==> src/rtl/wf_capture.sv <==
// wf_capture: serial waveform receiver. Samples one bit per clock (LSB first),
// assembles WORD_W-bit words and stores DEPTH of them into a pattern memory
// that the host reads back through a combinational port.
module wf_capture #(
    parameter int WORD_W = 8,
    parameter int DEPTH  = 16,
    parameter int ADDR_W = 4
) (
    input  logic              clk,
    input  logic              clear,
    input  logic              start,
    input  logic              wf,
    output logic              busy,
    output logic              done,
    output logic              word_valid,
    output logic [WORD_W-1:0] word_out,
    output logic [ADDR_W-1:0] word_addr,
    input  logic [ADDR_W-1:0] rd_addr,
    output logic [WORD_W-1:0] rd_data
);

    localparam int CNT_W = (WORD_W > 1) ? $clog2(WORD_W) : 1;

    typedef enum logic [1:0] {
        ST_IDLE,
        ST_CAPTURE,
        ST_DONE
    } state_t;

    state_t             state;
    logic [CNT_W-1:0]   bit_cnt;
    logic [ADDR_W-1:0]  addr;
    logic [WORD_W-1:0]  shift_reg;
    logic [WORD_W-1:0]  mem [DEPTH];
    logic [WORD_W-1:0]  full_word;
    logic               last_bit;

    assign last_bit = (bit_cnt == CNT_W'(WORD_W - 1));

    // Word as it will look once the current wf bit lands in position bit_cnt.
    always_comb begin
        // NOTE: assign a full default before the partial update so no latch is inferred.
        full_word          = shift_reg;
        full_word[bit_cnt] = wf;
    end

    // Capture FSM, counters, registered outputs and pattern memory.
    always_ff @(posedge clk) begin
        if (!clear) begin
            state      <= ST_IDLE;
            busy       <= 1'b0;
            done       <= 1'b0;
            word_valid <= 1'b0;
            word_out   <= '0;
            word_addr  <= '0;
            bit_cnt    <= '0;
            addr       <= '0;
            shift_reg  <= '0;
            // NOTE: the memory is a register array so it can be cleared in one
            // cycle; a RAM macro could not honour this reset.
            for (int i = 0; i < DEPTH; i++) begin
                mem[i] <= '0;
            end
        end else begin
            // NOTE: non-blocking throughout, so every branch sees pre-edge values.
            word_valid <= 1'b0;
            case (state)
                ST_IDLE: begin
                    if (start) begin
                        state   <= ST_CAPTURE;
                        busy    <= 1'b1;
                        bit_cnt <= '0;
                        addr    <= '0;
                    end
                end
                ST_CAPTURE: begin
                    shift_reg <= full_word;
                    bit_cnt   <= bit_cnt + 1'b1;
                    if (last_bit) begin
                        mem[addr]  <= full_word;
                        word_out   <= full_word;
                        word_addr  <= addr;
                        word_valid <= 1'b1;
                        if (addr == ADDR_W'(DEPTH - 1)) begin
                            state <= ST_DONE;
                            busy  <= 1'b0;
                            done  <= 1'b1;
                        end else begin
                            addr <= addr + 1'b1;
                        end
                    end
                end
                ST_DONE: begin
                    if (start) begin
                        state   <= ST_CAPTURE;
                        busy    <= 1'b1;
                        done    <= 1'b0;
                        bit_cnt <= '0;
                        addr    <= '0;
                    end
                end
                default: begin
                    state <= ST_IDLE;
                    busy  <= 1'b0;
                    done  <= 1'b0;
                end
            endcase
        end
    end

    // Host read port: old contents are returned while the same entry is written.
    assign rd_data = mem[rd_addr];

endmodule

==> config.mk <==
export PLATFORM = sky130hd
export DESIGN_NAME = wf_capture
export DESIGN_NICKNAME = d
export VERILOG_FILES = /design/src/rtl/wf_capture.sv
export SDC_FILE = /design/constraint.sdc
export NUM_CORES = 1
export LEC_CHECK = 0
export BUFFER_PORTS_ARGS = -buffer_cell sky130_fd_sc_hd__buf_2
export CORE_MARGIN = 2
export CORE_UTILIZATION = 45
export DETAILED_ROUTE_END_ITERATION = 16
export MAX_ROUTING_LAYER = met4
export PLACE_DENSITY = 0.61
export SYNTH_ARGS = -nofsm -noshare
export SYNTH_HDL_FRONTEND = slang
export SYNTH_SLANG_ARGS = --single-unit
==> constraint.sdc <==
create_clock -name clk -period 2.2 [get_ports clk]
set_input_delay 0.55 -clock clk [delete_from_list [all_inputs] [get_ports clk]]
set_output_delay 0.55 -clock clk [all_outputs]
set_load 0.005 [all_outputs]
Yosys cells after proc, flatten, opt, wreduce, memory -nomap -nowiden
Memories as Yosys holds them, arrays and structs flattened.
Cells that the tools add are included.
{"block": "word_totals", "mem_bits_rw": 128, "memories": 1, "regBits": 32}
{"block": "op_classes", "n_eq_ne": 9, "muxes": 29, "bitwise": 1, "reduce_logical": 10, "n_lt_le_gt_ge": 2, "n_addsub": 2}
{"memory": "mem", "depth": 16, "word_bits": 8, "read_ports": 1, "rd_clocked_by_memory_dff": 0, "wr": 16, "line_no": "34", "rtl": "logic [WORD_W-1:0] mem [DEPTH];"}
{"cell": "4-bit 2-to-1 mux", "n": 4}
{"cell": "1-bit 2-to-1 mux", "n": 13}
{"cell": "8-bit bitwise mux", "n": 1}
{"cell": "8-bit 2-to-1 mux", "n": 1}
{"cell": "2-bit != test, second input constant", "n": 4}
{"cell": "4-bit case mux with 2 select lines", "n": 1}
{"cell": "4-bit AND reduction", "n": 2}
{"cell": "8-bit OR reduction", "n": 1}
{"cell": "2-bit 2-to-1 mux", "n": 3}
{"cell": "3-bit case mux with 2 select lines", "n": 1}
{"cell": "4-bit by 1-bit adder with 4-bit output, second input constant", "n": 1}
{"cell": "4-bit equality test, second input constant", "n": 1}
{"cell": "3-bit by 4-bit < comparator with 1-bit output, second input constant", "n": 1}
{"cell": "2-bit case mux with 2 select lines", "n": 1}
{"cell": "2-bit AND reduction", "n": 2}
{"cell": "3-bit by 1-bit adder with 3-bit output, second input constant", "n": 1}
{"cell": "1-bit demux with 3-bit select", "n": 1}
{"cell": "3-bit equality test, second input constant", "n": 1}
{"cell": "3-bit by 1-bit greater-or-equal comparator with 1-bit output, second input constant", "n": 1}
{"cell": "3-bit 2-to-1 mux", "n": 1}
{"cell": "1-bit case mux with 3 select lines", "n": 1}
{"cell": "3-bit AND reduction", "n": 1}
{"cell": "2-bit by 1-bit equality test with 1-bit output, second input constant", "n": 1}
{"cell": "2-bit equality test, second input constant", "n": 1}
{"cell": "7 further kinds", "n": 7}

Longest topological paths before layout
Gate-level depths: netlist (run 1).
{"block": "depth", "ltp_word": 7, "ltp_mapped": 7}

Worst setup path before layout (run 1)
No wires, ideal clock.
{"block": "synth_timing", "path_type": "input -> output", "start": "input port rd_addr[0]", "end": "output port rd_data[7]", "arrival_time_ns": 1.597, "t_required_ns": 1.650, "setup_slack_ns": 0.053, "path_stages": 5, "n_path_buf": 2, "path_cell_list": "buf_6 -> buf_6 -> mux4_1 -> a22oi_1 -> nand2_1"}
{"block": "synth_via", "elab_chain_len": 1}
{"item": "start, declared", "line_no": "18", "rtl": "input logic [ADDR_W-1:0] rd_addr,"}
{"item": "memory 16 x 8 bit"}
{"item": "end, declared", "line_no": "19", "rtl": "output logic [WORD_W-1:0] rd_data"}
Every way passes these cells.

Worst setup path in the final report (run 1)
{"block": "layout_timing", "start": "input port rd_addr[0]", "end": "output port rd_data[5]"}
The elaborated chain is that of the path after synthesis.

==> results of run 1 <==
==> cell usage after synthesis (4+ instances only) <==
master                     instances  share of area
sky130_fd_sc_hd__ha_1              6          0.011
sky130_fd_sc_hd__nand3_1          19          0.014
sky130_fd_sc_hd__o21ai_0           4         0.0029
sky130_fd_sc_hd__clkbuf_1          7         0.0037
sky130_fd_sc_hd__mux4_2           18          0.058
sky130_fd_sc_hd__nand2_1          37          0.020
sky130_fd_sc_hd__a21oi_1          14          0.010
sky130_fd_sc_hd__a211oi_1         16          0.017
sky130_fd_sc_hd__nand3b_1          4         0.0043
sky130_fd_sc_hd__dfxtp_1          31          0.088
sky130_fd_sc_hd__inv_1             5         0.0027
sky130_fd_sc_hd__mux2i_2           8          0.016
sky130_fd_sc_hd__buf_2            23          0.016
sky130_fd_sc_hd__edfxtp_1        128           0.55
sky130_fd_sc_hd__nor2_1          148          0.079
sky130_fd_sc_hd__mux4_1           14          0.052
sky130_fd_sc_hd__a22oi_1          16          0.017
==> layer usage <==
layer	part of all wire	routed length (um)
met5	0	0
met4	0.015	238
met3	0.061	980
met2	0.46	7480
met1	0.46	7430
==> per-stage QoR <==
| step | cells | utilization | instance area [um2] |
|---|---|---|---|
| detailed placement | 766 | 0.501 | 7620 |
| floorplan | 534 | - | 7020 |
| CTS | 798 | 0.544 | 8270 |
| finish | 799 | 0.545 | 8280 |
| global route | 799 | 0.545 | 8280 |
| global placement | 766 | 0.501 | 7620 |
==> final timing paths <==
check	from	endpoint	depth (start not counted)
max	rd_addr[0]	rd_data[5]	6
min	done	done	2
max reg2reg	bit_cnt[0]	mem[11][6]	5
min reg2reg	done	done	2
==> layout make-up <==
cell class / instances / area share
inverters: 5 / 0.00227
well taps: 188 / 0.0284
repair buffers: 85 / 0.0816
clock inverters: 10 / 0.0116
multi-input cells: 331 / 0.284
clock buffers: 21 / 0.0532
flip-flops and latches: 159 / 0.539
==> power breakdown <==
part	leakage, uW	internal [uW]	total [uW]	switching, uW
Clock	0.000258	1640	2750	1110
Combinational	0.00114	218	533	315
Sequential	0.00157	3330	3370	34.6
==> cells by family (layout without fill, tap and decap cells) <==
kind of cell / Yosys count / in the layout / synth area share
multiplexers: 40 / 40 / 0.126
buffers and inverters: 44 / 121 / 0.0347
adder cells (fa/ha/maj): 6 / 6 / 0.0107
AND/OR/NAND/NOR: 230 / 230 / 0.139
AO/OA/AOI/OAI: 55 / 55 / 0.0536
flip-flops: 159 / 159 / 0.636
==> worst max-delay path, cell delays in order <==
cell and delay, ns:
sky130_fd_sc_hd__buf_12 0.12, sky130_fd_sc_hd__buf_8 0.14, sky130_fd_sc_hd__mux4_1 0.61, sky130_fd_sc_hd__a22oi_1 0.18, sky130_fd_sc_hd__nand2_1 0.07, sky130_fd_sc_hd__buf_2 0.12
==> what timing repair did <==
item,4_1_cts,5_1_grt
endpoints found under the setup margin,8,8
gates resized for setup,37,1
cloned,1,0
pin swaps,5,1
setup buffers,0,1
==> out/results.ini, run 1 <==
[run_status]
outcome = finished with violations
violated_checks = setup timing

[sta]
finalSetupViolations = 8
maxSlewViolCount = 0
worst_slew_pin_slew_ns = 0.560
layout_worst_path_cycle_share = 1.07
timing_hold_violations_final = 0
final_critical_path_setup_slack_ns = -0.143
timing.max_slew.rel_slack = 0.626
rsz0062_at_grt = true
fmaxAchievable_mhz = 427
worst_case_hold_slack_ns = 0.459
timing.setup.tns_ns = -1.03
fin_crit_ns = 2.34
timing.clock.skew_ns = 0.00538

[worst_setup_path]
r2r_slack_ns = 0.26
worst-endpoint-required_ns = 1.65
critPathMaxFanout = 6
timing.setup.critical_path_class = input pin to primary output
end_kind = primary output
critical_path_arrival_ns = 1.79
worstSetupStartpointType = input pin

[route]
finalWirelength_mm = 16.1
drc = 0
first_pass_iters = 4
avgRoutedWirePerCell_um = 20.2
drt.antenna.violating_nets = 0
vias = 4553
drt_iter0_markers = 443
viasPerCell = 5.70

[yosys]
asyncSetResetFlopFracSynth = 0
yosysWarningCount = 0
synth.distinct_cells = 39
dominantRegCellSynth = sky130_fd_sc_hd__edfxtp_1
ys_seq_elements = 159
combined_area_of_all_synthesized_cells_mm2 = 0.00702
seq_area_frac_synth = 0.636
syn_avg_cell_area_um2 = 13.1
synthesis.nets = 548
post_synth_inst_count = 534
synth_edf_count = 128

[clock_tree]
number_of_h_tree_branching_levels = 4
postCtsHoldBufs = 0
clockRootBuffer = sky130_fd_sc_hd__clkbuf_16
clk_pin_slew_worst_paths_ns = 0.06
longest_clk_path_bufs = 2
tritoncts_clock_tree = built
inserted_clock_buffers = 17
clock_sink_count = 159
clkLatencyLatePin_ns = 0.42

[cells_and_area]
layout-drive-gt1-share = 0.260
most_frequent_standard_cell_in_the_layout_excluding_fill_and_tap_cells = sky130_fd_sc_hd__nor2_1
area_delta_synth_final_pct = 18.0
layout.cells.most_common_list = sky130_fd_sc_hd__nor2_1, sky130_fd_sc_hd__edfxtp_1, sky130_fd_sc_hd__buf_4, sky130_fd_sc_hd__nand2_1, sky130_fd_sc_hd__dfxtp_1
largest_reg_flops = 128
combined_area_of_the_multi_input_logic_cells_mm2 = 0.00235
ff_latch_area_mm2 = 0.00446
fillCellCount = 1274
finish.net_count = 613
diodes = 0

[floorplan]
placementRows = 45
die-height_um = 129
core_region_area_mm2 = 0.0152
fp.dieArea_mm2 = 0.0166
chipWidth_um = 129
floorplan.initialDensity = 0.462
design.portCount = 31

[global_route]
overall_overflow_remaining_after_global_route = 0
grt_pass1_wl_mm = 25.7
met2_usage = 0.320
global_route.usage.total = 0.219
grt_max_degree = 31
grt_use_met1 = 0.305
globalRoute.busiestLayer = met2
gr-usage-met3 = 0.0491
grt_pass1_vias = 4462
antenna_found_initial = 0

[placement]
gp_congestion = 0.818
detailedPlace.worstSlack_ns = -0.358
dp_hpwl_mm = 10.5
port-buffer-count = 30

[power_and_ir_drop]
total_power_uw = 6650
power.density_mw_per_mm2 = 802
largest_voltage_drop_on_the_vdd_net_v = 0.000634
leakagePower_uw = 0.00297

[flow_run]
max_cap_violations = 0

[min_path]
worstHoldPathType = flip-flop to flip-flop

(Power assumes the default switching activity.)
==> run 2: changes to the inputs <==
Settings changed: TNS_END_PERCENT from default to 50.
==> out/results.ini, run 2 (synthesized netlist as in run 1, its figures left out) <==
[power_and_ir_drop]
clock_power_share = 0.413
total_power_uw = 6650
pwr-share-seq = 0.507
internal_dissipation_uw = 5190
leakagePower_uw = 0.00297
combinationalPowerShare = 0.080
total_switching_power_uw = 1460
switching_share = 0.220
largest_voltage_drop_on_the_vdd_net_v = 0.000635
power.density_mw_per_mm2 = 803

[flow_run]
max_cap_violations = 0

[sta]
timing.max_slew.rel_slack = 0.618
fmaxAchievable_mhz = 427
worst_case_hold_slack_ns = 0.460
finalSetupViolations = 8
rsz0062_at_grt = true
timing_hold_violations_final = 0
timing.clock.skew_ns = 0.00573
worst_slew_pin_slew_ns = 0.572
maxSlewViolCount = 0
final_critical_path_setup_slack_ns = -0.142
fin_crit_ns = 2.34
layout_worst_path_cycle_share = 1.06

[route]
vias = 4562
viasPerCell = 5.71
first_pass_iters = 5
drt.antenna.violating_nets = 0
finalWirelength_mm = 16.2
drt_iter0_markers = 435
drc = 0
avgRoutedWirePerCell_um = 20.3

[placement]
gp_congestion = 0.818
port-buffer-count = 30
dp_hpwl_mm = 10.5

[worst_setup_path]
worst-endpoint-required_ns = 1.65
critPathMaxFanout = 6
end_kind = primary output
timing.setup.critical_path_class = input pin to primary output
critical_path_arrival_ns = 1.79
worstSetupStartpointType = input pin

[cells_and_area]
finish.net_count = 613
largest_reg_flops = 128
fillCellCount = 1274
layout-drive-gt1-share = 0.260
layout.cells.most_common_list = sky130_fd_sc_hd__nor2_1, sky130_fd_sc_hd__edfxtp_1, sky130_fd_sc_hd__buf_4, sky130_fd_sc_hd__nand2_1, sky130_fd_sc_hd__dfxtp_1
diodes = 0
area_delta_synth_final_pct = 18.0
most_frequent_standard_cell_in_the_layout_excluding_fill_and_tap_cells = sky130_fd_sc_hd__nor2_1

[clock_tree]
clock_sink_count = 159
longest_clk_path_bufs = 2
clockRootBuffer = sky130_fd_sc_hd__clkbuf_16
number_of_h_tree_branching_levels = 4
inserted_clock_buffers = 17
tritoncts_clock_tree = built
clk_pin_slew_worst_paths_ns = 0.06
clkLatencyLatePin_ns = 0.42
postCtsHoldBufs = 0

[global_route]
antenna_found_initial = 0
overall_overflow_remaining_after_global_route = 0
grt_pass1_wl_mm = 25.7
global_route.usage.total = 0.219
grt_max_degree = 31
grt_pass1_vias = 4462

[floorplan]
design.portCount = 31
core_region_area_mm2 = 0.0152
fp.dieArea_mm2 = 0.0166
chipWidth_um = 129
placementRows = 45
die-height_um = 129
floorplan.initialDensity = 0.462

[min_path]
worstHoldPathType = flip-flop to flip-flop

[run_status]
outcome = finished with violations
violated_checks = setup timing

run 2: worst paths after layout:
kind | slack, ns | endpoint | startpoint | depth (start not counted)
worst max-delay path | -0.14 | rd_data[6] | rd_addr[0] | 7
worst max register to register | 0.26 | mem[1][1] | bit_cnt[0] | 5
worst min-delay path | 0.46 | done | done | 2
worst min register to register | 0.46 | done | done | 2
run 2: area by class of cell:
class | count | area [um2] | area share
flip-flops and latches | 159 | 4460 | 0.539
clock buffers | 21 | 440 | 0.0532
multi-input cells | 331 | 2350 | 0.284
clock inverters | 10 | 96.3 | 0.0116
well taps | 188 | 235 | 0.0284
repair buffers | 85 | 676 | 0.0816
inverters | 5 | 18.8 | 0.00227
run 2: stage by stage:
step	setup slack, ns	TNS, ns	cells	util	area, um2
6_report	-0.142	-1.01	799	0.545	8280
5_1_grt	-0.188	-1.40	799	0.545	8280
4_1_cts	-0.150	-1.12	798	0.544	8270
3_5_place_dp	-0.358	-2.71	766	0.501	7620
3_3_place_gp	-0.336	-2.57	766	0.501	7620
2_1_floorplan	0.0535	0	534	-	7020
run 2: timing repair:
item                                    CTS  global route
endpoints found under the setup margin    8             8
setup buffers                             0             1
pin swaps                                 5             1
resized for setup                        37             1
gates cloned                              1             0
run 2: power by group through the flow:
stage	Combinational, uW	Sequential [uW]	Clock, uW
after floorplan	312	3410	0
after CTS	534	3370	2790
after detailed placement	494	3430	0
after global placement	487	3430	0
final	533	3370	2750
after global routing	572	3380	2930
run 2: routing by layer:
layer / wire [um] / track usage / part of all wire
met5: 0 / - / 0
met3: 1010 / 0.0491 / 0.062
met2: 7480 / 0.320 / 0.46
met4: 235 / 0.0729 / 0.015
met1: 7470 / 0.305 / 0.46
run 2: worst max-delay path, stage by stage:
cell                      delay [ns]
sky130_fd_sc_hd__buf_12         0.12
sky130_fd_sc_hd__buf_8          0.14
sky130_fd_sc_hd__buf_6          0.09
sky130_fd_sc_hd__mux4_2         0.54
sky130_fd_sc_hd__a22oi_2        0.14
sky130_fd_sc_hd__nand2_1        0.07
sky130_fd_sc_hd__buf_2          0.13
==> run 3: changes to the inputs <==
Settings changed: ABC_AREA from default to 1.
==> out/results.ini, run 3 <==
[run_status]
outcome = completed

[route]
vias = 5869
finalWirelength_mm = 19.9
avgRoutedWirePerCell_um = 17.3
drc = 0
first_pass_iters = 5
viasPerCell = 5.11
drt.antenna.violating_nets = 0
drt_iter0_markers = 621

[clock_tree]
inserted_clock_buffers = 17
post_cts.repair.setup_buffers = 0
clk_pin_slew_worst_paths_ns = 0.06
number_of_h_tree_branching_levels = 4
clkLatencyLatePin_ns = 0.43
longest_clk_path_bufs = 2
clockRootBuffer = sky130_fd_sc_hd__clkbuf_16
tritoncts_clock_tree = built
clock_sink_count = 159

[yosys]
yosysWarningCount = 0
yosys.area.top_type_share = 0.517
synth_edf_count = 128
ys_seq_elements = 159
synthesis.nets = 874
combined_area_of_all_synthesized_cells_mm2 = 0.00744
yosys.area.top_type = sky130_fd_sc_hd__edfxtp_1
synth.distinct_cells = 22
synthTopCellsByArea = sky130_fd_sc_hd__edfxtp_1, sky130_fd_sc_hd__nand2_1, sky130_fd_sc_hd__dfxtp_1
asyncSetResetFlopFracSynth = 0
dominantRegCellSynth = sky130_fd_sc_hd__edfxtp_1
cell_with_the_most_instances_after_synthesis = sky130_fd_sc_hd__nand2_1
seq_area_frac_synth = 0.600
syn_avg_cell_area_um2 = 8.65
post_synth_inst_count = 860
synth.cells.most_frequent = sky130_fd_sc_hd__nand2_1, sky130_fd_sc_hd__nor2_1, sky130_fd_sc_hd__edfxtp_1, sky130_fd_sc_hd__inv_1, sky130_fd_sc_hd__nand3_1

[worst_setup_path]
critPathMaxStageDelay_ns = 0.17
critPathMaxFanout = 10
critical_path_arrival_ns = 1.60
end_kind = primary output
worstSetupStartpointType = input pin
timing.setup.critical_path_class = input pin to primary output
crit_path_cell_trace = buf_6 -> inv_8 -> buf_12 -> nand2_1 -> nand3_1 -> nand3_1 -> nand3_1 -> nand2_1 -> buf_2
path_common_cell = sky130_fd_sc_hd__nand3_1
worst-endpoint-required_ns = 1.65
timing.critical_path.slowest_stage_cell = sky130_fd_sc_hd__nand3_1

[flow_run]
max_cap_violations = 0

[sta]
timing.clock.skew_ns = 0.00688
fin_crit_ns = 2.15
finalSetupViolations = 0
timing.max_slew.rel_slack = 0.732
worst_slew_pin_slew_ns = 0.401
maxSlewViolCount = 0
timing_hold_violations_final = 0
rsz0062_at_grt = false
fmaxAchievable_mhz = 466
layout_worst_path_cycle_share = 0.976
timing.setup.tns_ns = 0

[power_and_ir_drop]
power.density_mw_per_mm2 = 795
largest_voltage_drop_on_the_vdd_net_v = 0.000560
leakagePower_uw = 0.00378

[cells_and_area]
layout.cells.most_common_list = sky130_fd_sc_hd__nand2_1, sky130_fd_sc_hd__nor2_1, sky130_fd_sc_hd__edfxtp_1, sky130_fd_sc_hd__inv_1, sky130_fd_sc_hd__nand3_1
area_delta_synth_final_pct = 18.7
layout-drive-gt1-share = 0.140
stdcell_count = 1149
largest_reg_flops = 128
finish.net_count = 934
most_frequent_standard_cell_in_the_layout_excluding_fill_and_tap_cells = sky130_fd_sc_hd__nand2_1
diodes = 0
finish.instance_area_mm2 = 0.00883

[min_path]
worstHoldPathType = input pin to flip-flop

[global_route]
overall_overflow_remaining_after_global_route = 0
global_route.usage.total = 0.234
grt_pass1_vias = 5450
grt_pass1_wl_mm = 30.1
antenna_found_initial = 0
grt_max_degree = 58

[placement]
dp_hpwl_mm = 12.6
post_dp_cell_area_mm2 = 0.00812
port-buffer-count = 30
gp_congestion = 0.885
placed_cells = 1113

[floorplan]
fp.dieArea_mm2 = 0.0176
design.portCount = 31
core_region_area_mm2 = 0.0160
placementRows = 46
die-height_um = 133
floorplan.initialDensity = 0.465
chipWidth_um = 133

==> run 3: cell types whose count changed in the layout (fill, tap and decap cells not counted), moves of 10 or more <==
| cell | delta |
|---|---|
| sky130_fd_sc_hd__nand3_1 | +69 |
| sky130_fd_sc_hd__inv_1 | +83 |
| sky130_fd_sc_hd__a211oi_1 | -15 |
| sky130_fd_sc_hd__nand2_1 | +198 |
| sky130_fd_sc_hd__o211ai_1 | +10 |
| sky130_fd_sc_hd__mux4_2 | -26 |
| sky130_fd_sc_hd__nor2_1 | +16 |
| sky130_fd_sc_hd__o21ai_0 | +24 |
| sky130_fd_sc_hd__a22oi_2 | -13 |
==> run 3: kinds of logic after synthesis <==
group | synth area share
AO/OA/AOI/OAI | 0.0454
AND/OR/NAND/NOR | 0.276
buffers and inverters | 0.0678
flip-flops | 0.600
adder cells (fa/ha/maj) | 0.0101
==> run 3: metrics by stage <==
stage | total power [uW] | utilization | hold slack, ns | setup WS, ns
CTS | 7000 | 0.544 | 0.448 | 0.00208
floorplan | 3870 | - | 0.445 | 0.0158
detailed placement | 4170 | 0.508 | 0.445 | 0.00472
global placement | 4160 | 0.508 | 0.440 | 0.00990
finish | 7020 | 0.552 | 0.449 | 0.0518
global route | 7240 | 0.552 | 0.468 | 0.00327
==> run 3: routing by layer <==
metal,wire (um),track usage
met3,1180,0.0364
met4,480,0.0824
met2,9560,0.370
met5,0,-
met1,8700,0.310
==> run 3: worst max-delay path: cells and delay by family <==
family	cells	cell delay (ns)
buffers and inverters	4	0.50
AND/OR/NAND/NOR	5	0.54
==> run 3: worst paths after layout <==
| check | from | to | slack, ns | depth (start not counted) |
|---|---|---|---|---|
| max | rd_addr[0] | rd_data[6] | 0.05 | 9 |
| min | wf | shift_reg[4] | 0.45 | 5 |
| max reg2reg | bit_cnt[2] | mem[12][1] | 0.14 | 8 |
| min reg2reg | done | done | 0.45 | 2 |
==> run 3: final cells by class <==
type,instances,area (um2)
Clock buffer,18,429
Clock inverter,14,144
Fill cell,1492,7170
Inverter,93,357
Multi-Input combinational cell,567,2480
Sequential cell,159,4460
Tap cell,216,270
Timing Repair Buffer,82,687
==> run 3: timing repair <==
| action | CTS | global route |
|---|---|---|
| setup endpoints to repair | 0 | 8 |
| hold buffers | 0 | 0 |
| gates resized for setup | 0 | 14 |
==> run 3: report_power, final <==
part | switching, uW | internal [uW] | total, uW
Combinational | 518 | 227 | 745
Sequential | 49.3 | 3350 | 3400
Clock | 1210 | 1670 | 2880
Total | 1780 | 5240 | 7020
